`config.mk`:
```
export PLATFORM = sky130hd
export DESIGN_NAME = bus_manager_mc
export DESIGN_NICKNAME = d
export VERILOG_FILES = /design/src/rtl/bus_manager_mc.sv
export SDC_FILE = /design/constraint.sdc
export NUM_CORES = 1
export LEC_CHECK = 0
export CAP_MARGIN = 20
export CORE_MARGIN = 5
export CORE_UTILIZATION = 41
export CTS_BUF_LIST = sky130_fd_sc_hd__clkbuf_2
export DETAILED_ROUTE_END_ITERATION = 10
export DONT_BUFFER_PORTS = 1
export GPL_TIMING_DRIVEN = 0
export PLACE_DENSITY = 0.54
export SYNTH_ARGS = -nofsm -noshare
export SYNTH_HDL_FRONTEND = slang
export SYNTH_SLANG_ARGS = --single-unit
```
`constraint.sdc`:
```
create_clock -name clk -period 2.8 [get_ports clk]
set_input_delay 0.28 -clock clk [delete_from_list [all_inputs] [get_ports clk]]
set_output_delay 0.28 -clock clk [all_outputs]
set_load 0.1 [all_outputs]
```
`src/rtl/bus_manager_mc.sv`:
```
// Multi-channel expansion-port DMA bus manager: PHI2-relative buffer
// control, round-robin arbitration of toggle-handshake DMA channels.
// Ports: clk/reset; phi; a_d/a_q/a_oe/as_dir/as_en_n address path;
// d_d/d_q/d_oe/ds_dir/ds_en_n data path; ba, rw_in, rw_out, dma;
// ch_a/ch_d/ch_rw/ch_req/ch_ack/ch_q channel side; grant_ch/grant_vld;
// trig_w_strobe pulses on a CPU write to TRIG_ADDR.
module bus_manager_mc #(
  parameter int NUM_CH = 2,
  parameter int AW = 16,
  parameter int SETUP_DLY = 15,
  parameter int BA_STOP = 3,
  parameter logic [AW-1:0] TRIG_ADDR = AW'(16'hFF00),
  localparam int GW = (NUM_CH > 1) ? $clog2(NUM_CH) : 1
) (
  input  logic                 clk,
  input  logic                 reset,
  input  logic                 phi,
  input  logic [AW-1:0]        a_d,
  output logic [AW-1:0]        a_q,
  output logic                 a_oe,
  output logic                 as_dir,
  output logic                 as_en_n,
  input  logic [7:0]           d_d,
  output logic [7:0]           d_q,
  output logic                 d_oe,
  output logic                 ds_dir,
  output logic                 ds_en_n,
  input  logic                 ba,
  input  logic                 rw_in,
  output logic                 rw_out,
  output logic                 dma,
  input  logic [NUM_CH*AW-1:0] ch_a,
  input  logic [NUM_CH*8-1:0]  ch_d,
  input  logic [NUM_CH-1:0]    ch_rw,
  input  logic [NUM_CH-1:0]    ch_req,
  output logic [NUM_CH-1:0]    ch_ack,
  output logic [7:0]           ch_q,
  output logic [GW-1:0]        grant_ch,
  output logic                 grant_vld,
  output logic                 trig_w_strobe
);

  typedef enum logic [3:0] {
    IDLE, W0, P0_0, P0_1, P0_2, DLY, ARB,
    W1, P1_0, P1_1, P1_2, P1_3, P1_4, HOLD
  } state_t;

  state_t            state;
  logic [7:0]        dly;
  logic [2:0]        ba_cnt;
  logic [1:0]        rw_log;
  logic              rw_mode;
  logic [GW-1:0]     ptr;
  logic [GW-1:0]     sel;
  logic [GW-1:0]     nxt;
  logic              sel_ok;
  logic              can_req;
  logic [NUM_CH-1:0] pend;
  logic [AW-1:0]     g_a;
  logic [7:0]        g_d;
  logic              g_rw;

  assign pend = ch_req ^ ch_ack;

  // CPU halted by BA, or a read directly after a CPU write
  assign can_req = (ba_cnt == 3'(BA_STOP)) || (rw_log == 2'b01);

  assign nxt = (int'(grant_ch) == NUM_CH - 1) ? '0 : grant_ch + 1'b1;

  assign g_a  = ch_a[int'(grant_ch)*AW +: AW];
  assign g_d  = ch_d[int'(grant_ch)*8 +: 8];
  assign g_rw = ch_rw[grant_ch];

  // first pending channel at or after ptr; lowest offset wins
  always_comb begin
    sel    = '0;
    sel_ok = 1'b0;
    for (int k = NUM_CH - 1; k >= 0; k--) begin
      if (pend[(int'(ptr) + k) % NUM_CH]) begin
        sel    = GW'((int'(ptr) + k) % NUM_CH);
        sel_ok = 1'b1;
      end
    end
  end

  always_ff @(posedge clk) begin
    if (reset) begin
      state         <= IDLE;
      dly           <= '0;
      ba_cnt        <= '0;
      rw_log        <= 2'b11;
      rw_mode       <= 1'b1;
      ptr           <= '0;
      a_q           <= '0;
      d_q           <= '0;
      a_oe          <= 1'b0;
      d_oe          <= 1'b0;
      as_dir        <= 1'b0;
      ds_dir        <= 1'b0;
      as_en_n       <= 1'b1;
      ds_en_n       <= 1'b1;
      rw_out        <= 1'b0;
      dma           <= 1'b0;
      ch_ack        <= '0;
      ch_q          <= '0;
      grant_ch      <= '0;
      grant_vld     <= 1'b0;
      trig_w_strobe <= 1'b0;
    end else begin
      trig_w_strobe <= 1'b0;
      unique case (state)
        IDLE: if (phi) state <= W0;
        W0: if (!phi) state <= P0_0;
        P0_0: begin
          if (!rw_in && a_d == TRIG_ADDR)
            trig_w_strobe <= 1'b1;
          // own DMA cycles count as reads
          rw_log <= {rw_log[0], rw_in | dma};
          state  <= P0_1;
        end
        P0_1: begin
          ds_en_n <= 1'b1;
          as_en_n <= 1'b1;
          a_oe    <= 1'b0;
          d_oe    <= 1'b0;
          state   <= P0_2;
        end
        P0_2: begin
          as_dir <= 1'b0;
          ds_dir <= 1'b0;
          rw_out <= 1'b0;
          dly    <= 8'(SETUP_DLY);
          state  <= DLY;
        end
        DLY: begin
          if (dly == '0) state <= ARB;
          else dly <= dly - 8'd1;
        end
        ARB: begin
          if (!sel_ok) begin
            dma       <= 1'b0;
            grant_vld <= 1'b0;
          end else if (dma || can_req) begin
            dma       <= 1'b1;
            grant_ch  <= sel;
            grant_vld <= 1'b1;
          end else begin
            grant_vld <= 1'b0;
          end
          state <= W1;
        end
        W1: begin
          as_en_n <= 1'b0;
          if (phi) state <= P1_0;
        end
        P1_0: begin
          if (ba) ba_cnt <= '0;
          else if (ba_cnt != 3'(BA_STOP))
            ba_cnt <= ba_cnt + 3'd1;
          if (dma && grant_vld && ba) begin
            as_en_n <= 1'b1;
            state   <= P1_1;
          end else begin
            state <= W0;
          end
        end
        P1_1: begin
          a_q     <= g_a;
          d_q     <= g_d;
          rw_mode <= g_rw;
          as_dir  <= 1'b1;
          ds_dir  <= g_rw;
          state   <= P1_2;
        end
        P1_2: begin
          as_en_n <= 1'b0;
          a_oe    <= 1'b1;
          rw_out  <= rw_mode;
          state   <= P1_3;
        end
        P1_3: begin
          d_oe  <= ~rw_mode;
          state <= P1_4;
        end
        P1_4: begin
          ds_en_n <= 1'b0;
          state   <= HOLD;
        end
        HOLD: begin
          if (phi) begin
            ch_q <= d_d;
          end else begin
            ch_ack[grant_ch] <= ~ch_ack[grant_ch];
            ptr   <= nxt;
            state <= P0_0;
          end
        end
        default: state <= IDLE;
      endcase
    end
  end

endmodule

```
==> impl_metrics.csv <==
group,metric,value,unit
status,status,"finished clean",
floorplan,dieArea,9130,sq um
synthesis,yosys_warnings,0,
finish,antennaDiodeCount,0,
synthesis,synth.area.mux_share,11.4,%
sta,maxSlewViolCount,0,
synthesis,ys_ff_latch,64,
critical_path,rr_endpoint,"a_q[6]",
sta,tns,0,ns
synthesis,synth_cell_types,49,
global_route,grt-ovfl-total,0,
critical_path,path_class,"flop to flop",
finish,finalInstanceArea,3700,sq um
clock_network,path_clk_slew,0.20,ns
critical_path,crit_path_end_kind,"flop",
floorplan,io_pins,126,
drt,drcViolationCount,0,
finish,final_cell_mix,"dfxtp_1, nor2_1, dlygate4sd3_1, mux2i_1, a211oi_1",
synthesis,yosys.area_share.simple,21.2,%
sta,setup_violations,0,
finish,fillers,660,
synthesis,synth_fa_ha_area_share,1.67,%
finish,drive_gt1_share,7.81,%
critical_path,r2r_setup_slack,0.18,ns
critical_path,worst_path_max_delay_cell,"dfxtp_1",
floorplan,start_util,41.8,%
clock_network,cts_buffers,9,
critical_path,r2r-start,"grant_ch",
floorplan,core_area,7180,sq um
synthesis,synth_edf_count,0,
critical_path,path_cells,"buf_2, buf_1, mux2i_1, a211oi_1",
finish,multi_input_area,1590,sq um
drt,drt_iter0_markers,95,
critical_path,worst-r2r-cell-count,4,
finish,ff_latch_area,1280,sq um
pwr,ir_drop,0.000277,V
placement,dpl.hpwl,5840,um
critical_path,worstPathMaxFanout,10,
placement,placed_cell_area,3120,sq um
floorplan,rows,31,
finish,layout.nets,477,
global_route,grt_pass1_wl,13200,um
worst_hold_path,hold_path_class,"primary input to flop",
pwr,power.density,529,nW/um^2
synthesis,synthesis.area,3000,sq um
drt,wl_per_cell,17.1,um
critical_path,path_delay_family,"flip-flops",
finish,final_common_cell,"dfxtp_1",
clock_network,cts_tree,"built",
drt,vias,2699,
synthesis,synthArstFlopShare,0,%
placement,gp_congestion,0.815,
clock_network,clock_latency,0.47,ns
clock_network,hold_buffers,40,
clock_network,clockBufferDepth,2,
critical_path,critPathLaunchType,"flop",
pwr,p_total,1.96,mW
placement,placement.io_buffers,0,
sta,period_share,93.6,%
critical_path,cp.required,3.18,ns
critical_path,cp.arrival,3.00,ns
global_route,antenna_found_initial,0,
run,cap_violations,0,
sta,hold_viol_final,0,
sta,rsz0062_at_grt,"false",
synthesis,synthCells,334,
clock_network,htree_levels,3,
synthesis,yosysSeqAreaShare,42.7,%
synthesis,synthesis.nets,419,
synthesis,synth_top_family_by_area,"simple AND/OR/NAND/NOR gates",
worst_hold_path,min-delay-start,"ch_d[5]",
drt,postRouteAntennaNets,0,
worst_hold_path,hold_path_depth,2,
synthesis,synthFlopType,"dfxtp_1",
synthesis,synth_compound_area_share,16.4,%
clock_network,cts.repair.resized,0,
sta,worst_pin_slew,1.08,ns
pwr,p_leak,1.26,nW
global_route,grt_usage,18.7,%
clock_network,clkSinkCount,64,
worst_hold_path,hold_end,"d_q[5]",
floorplan,die_x,95.5,um
global_route,grt_pass1_vias,2642,
sta,period_minus_slack,2.62,ns
sta,fin_skew,0.0267,ns
critical_path,cpPeakStageDelay,1.02,ns
drt,vias_per_cell,5.44,
clock_network,clockRootBuffer,"clkbuf_2",
critical_path,crit_buf_inv,2,
clock_network,cts_setup_buffers,0,
floorplan,die_y,95.5,um
drt,wl,8480,um
global_route,grt_max_degree,12,
sta,fmax,0.381,GHz
sta,slew_headroom,27.7,%
synthesis,syn_avg_cell_area,8.98,sq um
drt,drt_first_pass_iters,4,
synthesis,synth_xor_area_share,2.34,%
finish,syn_to_final_growth,23.5,%
## state kept, by name, summed over array words and instances (netlist names)
name	flops
a_oe	1
a_q	16
as_dir	1
as_en_n	1
ba_cnt	3
ch_ack	2
ch_q	8
d_oe	1
d_q	8
dly	8
dma	1
ds_dir	1
ds_en_n	1
grant_ch	1
grant_vld	1
ptr	1
rw_log	2
rw_mode	1
rw_out	1
state	4
trig_w_strobe	1
## cell families after synthesis
kind of cell             Yosys count
AO/OA/AOI/OAI                     69
XOR/XNOR                           8
adder cells (fa/ha/maj)            4
buffers and inverters             34
flip-flops                        64
multiplexers                      34
AND/OR/NAND/NOR                  121
## synth_stat cells (2+ instances only)
master,count,area share [%]
nor2b_1,2,0.42
o211ai_1,2,0.50
buf_1,2,0.25
clkbuf_1,21,2.6
nand2_1,15,1.9
o2111ai_1,3,0.88
xor2_1,4,1.2
dfxtp_1,64,43
nand3b_1,3,0.75
a21oi_1,15,2.5
or4b_2,2,0.67
o21ai_0,8,1.3
nor2_1,51,6.4
nand2b_1,5,1.0
xnor2_1,4,1.2
or3_1,4,0.83
a211oi_1,28,7.0
mux2i_1,33,11
o31ai_2,2,0.83
nand4_1,6,1.3
and3_1,3,0.63
a221o_1,2,0.67
nor4_1,8,1.7
nand4b_1,2,0.58
inv_1,8,1.0
ha_1,4,1.7
nor3_1,6,1.0
nand3_1,3,0.50
buf_2,3,0.50
or3b_2,2,0.58
## where the power goes
| group | switching (mW) | internal [mW] | total (mW) |
|---|---|---|---|
| Combinational | 0.252 | 0.179 | 0.431 |
| Sequential | 0.0348 | 0.943 | 0.978 |
| Clock | 0.345 | 0.205 | 0.551 |
| Total | 0.632 | 1.33 | 1.96 |
## metal layers
metal | vias up | wire, um | track usage, %
met5 | - | 0 | 0
met4 | 0 | 87 | 5.81
met3 | 9 | 594 | 6.79
met2 | 85 | 4290 | 31.1
met1 | 1277 | 3510 | 22.6
li1 | 1328 | - | -
## how the worst max path moves through the flow
stage,end,cells past startpoint,startpoint,slack [ns]
floorplan,a_q[0],4,grant_ch,0.60
finish,a_q[6],4,grant_ch,0.18
CTS,a_q[2],4,grant_ch,0.28
global placement,d_q[5],4,grant_ch,0.31
detailed placement,d_q[7],4,grant_ch,0.30
global route,a_q[6],4,grant_ch,0.09
## per-stage QoR
stage / hold slack [ns] / setup slack [ns] / cells / utilization (%)
floorplan: 0.414 / 0.597 / 334 / -
global placement: 0.421 / 0.307 / 433 / 43.5
detailed placement: 0.424 / 0.300 / 433 / 43.5
CTS: 0.000110 / 0.283 / 489 / 50.6
global route: -0.0147 / 0.0884 / 496 / 51.6
finish: 0.0330 / 0.179 / 496 / 51.6
## cell type report
class | instances | share of cell area, %
multi-input cells | 236 | 42.8
flip-flops and latches | 64 | 34.6
repair buffers | 47 | 12.7
well taps | 99 | 3.34
plain buffers | 26 | 2.74
clock inverters | 6 | 1.62
clock buffers | 10 | 1.35
inverters | 8 | 0.811
## worst reg2reg max path, stage by stage, from the launching register on
cell and delay (ns):
dfxtp_1 1.02, buf_2 0.42, buf_1 0.60, mux2i_1 0.21
a211oi_1 0.29
(Power assumes the default switching activity.)
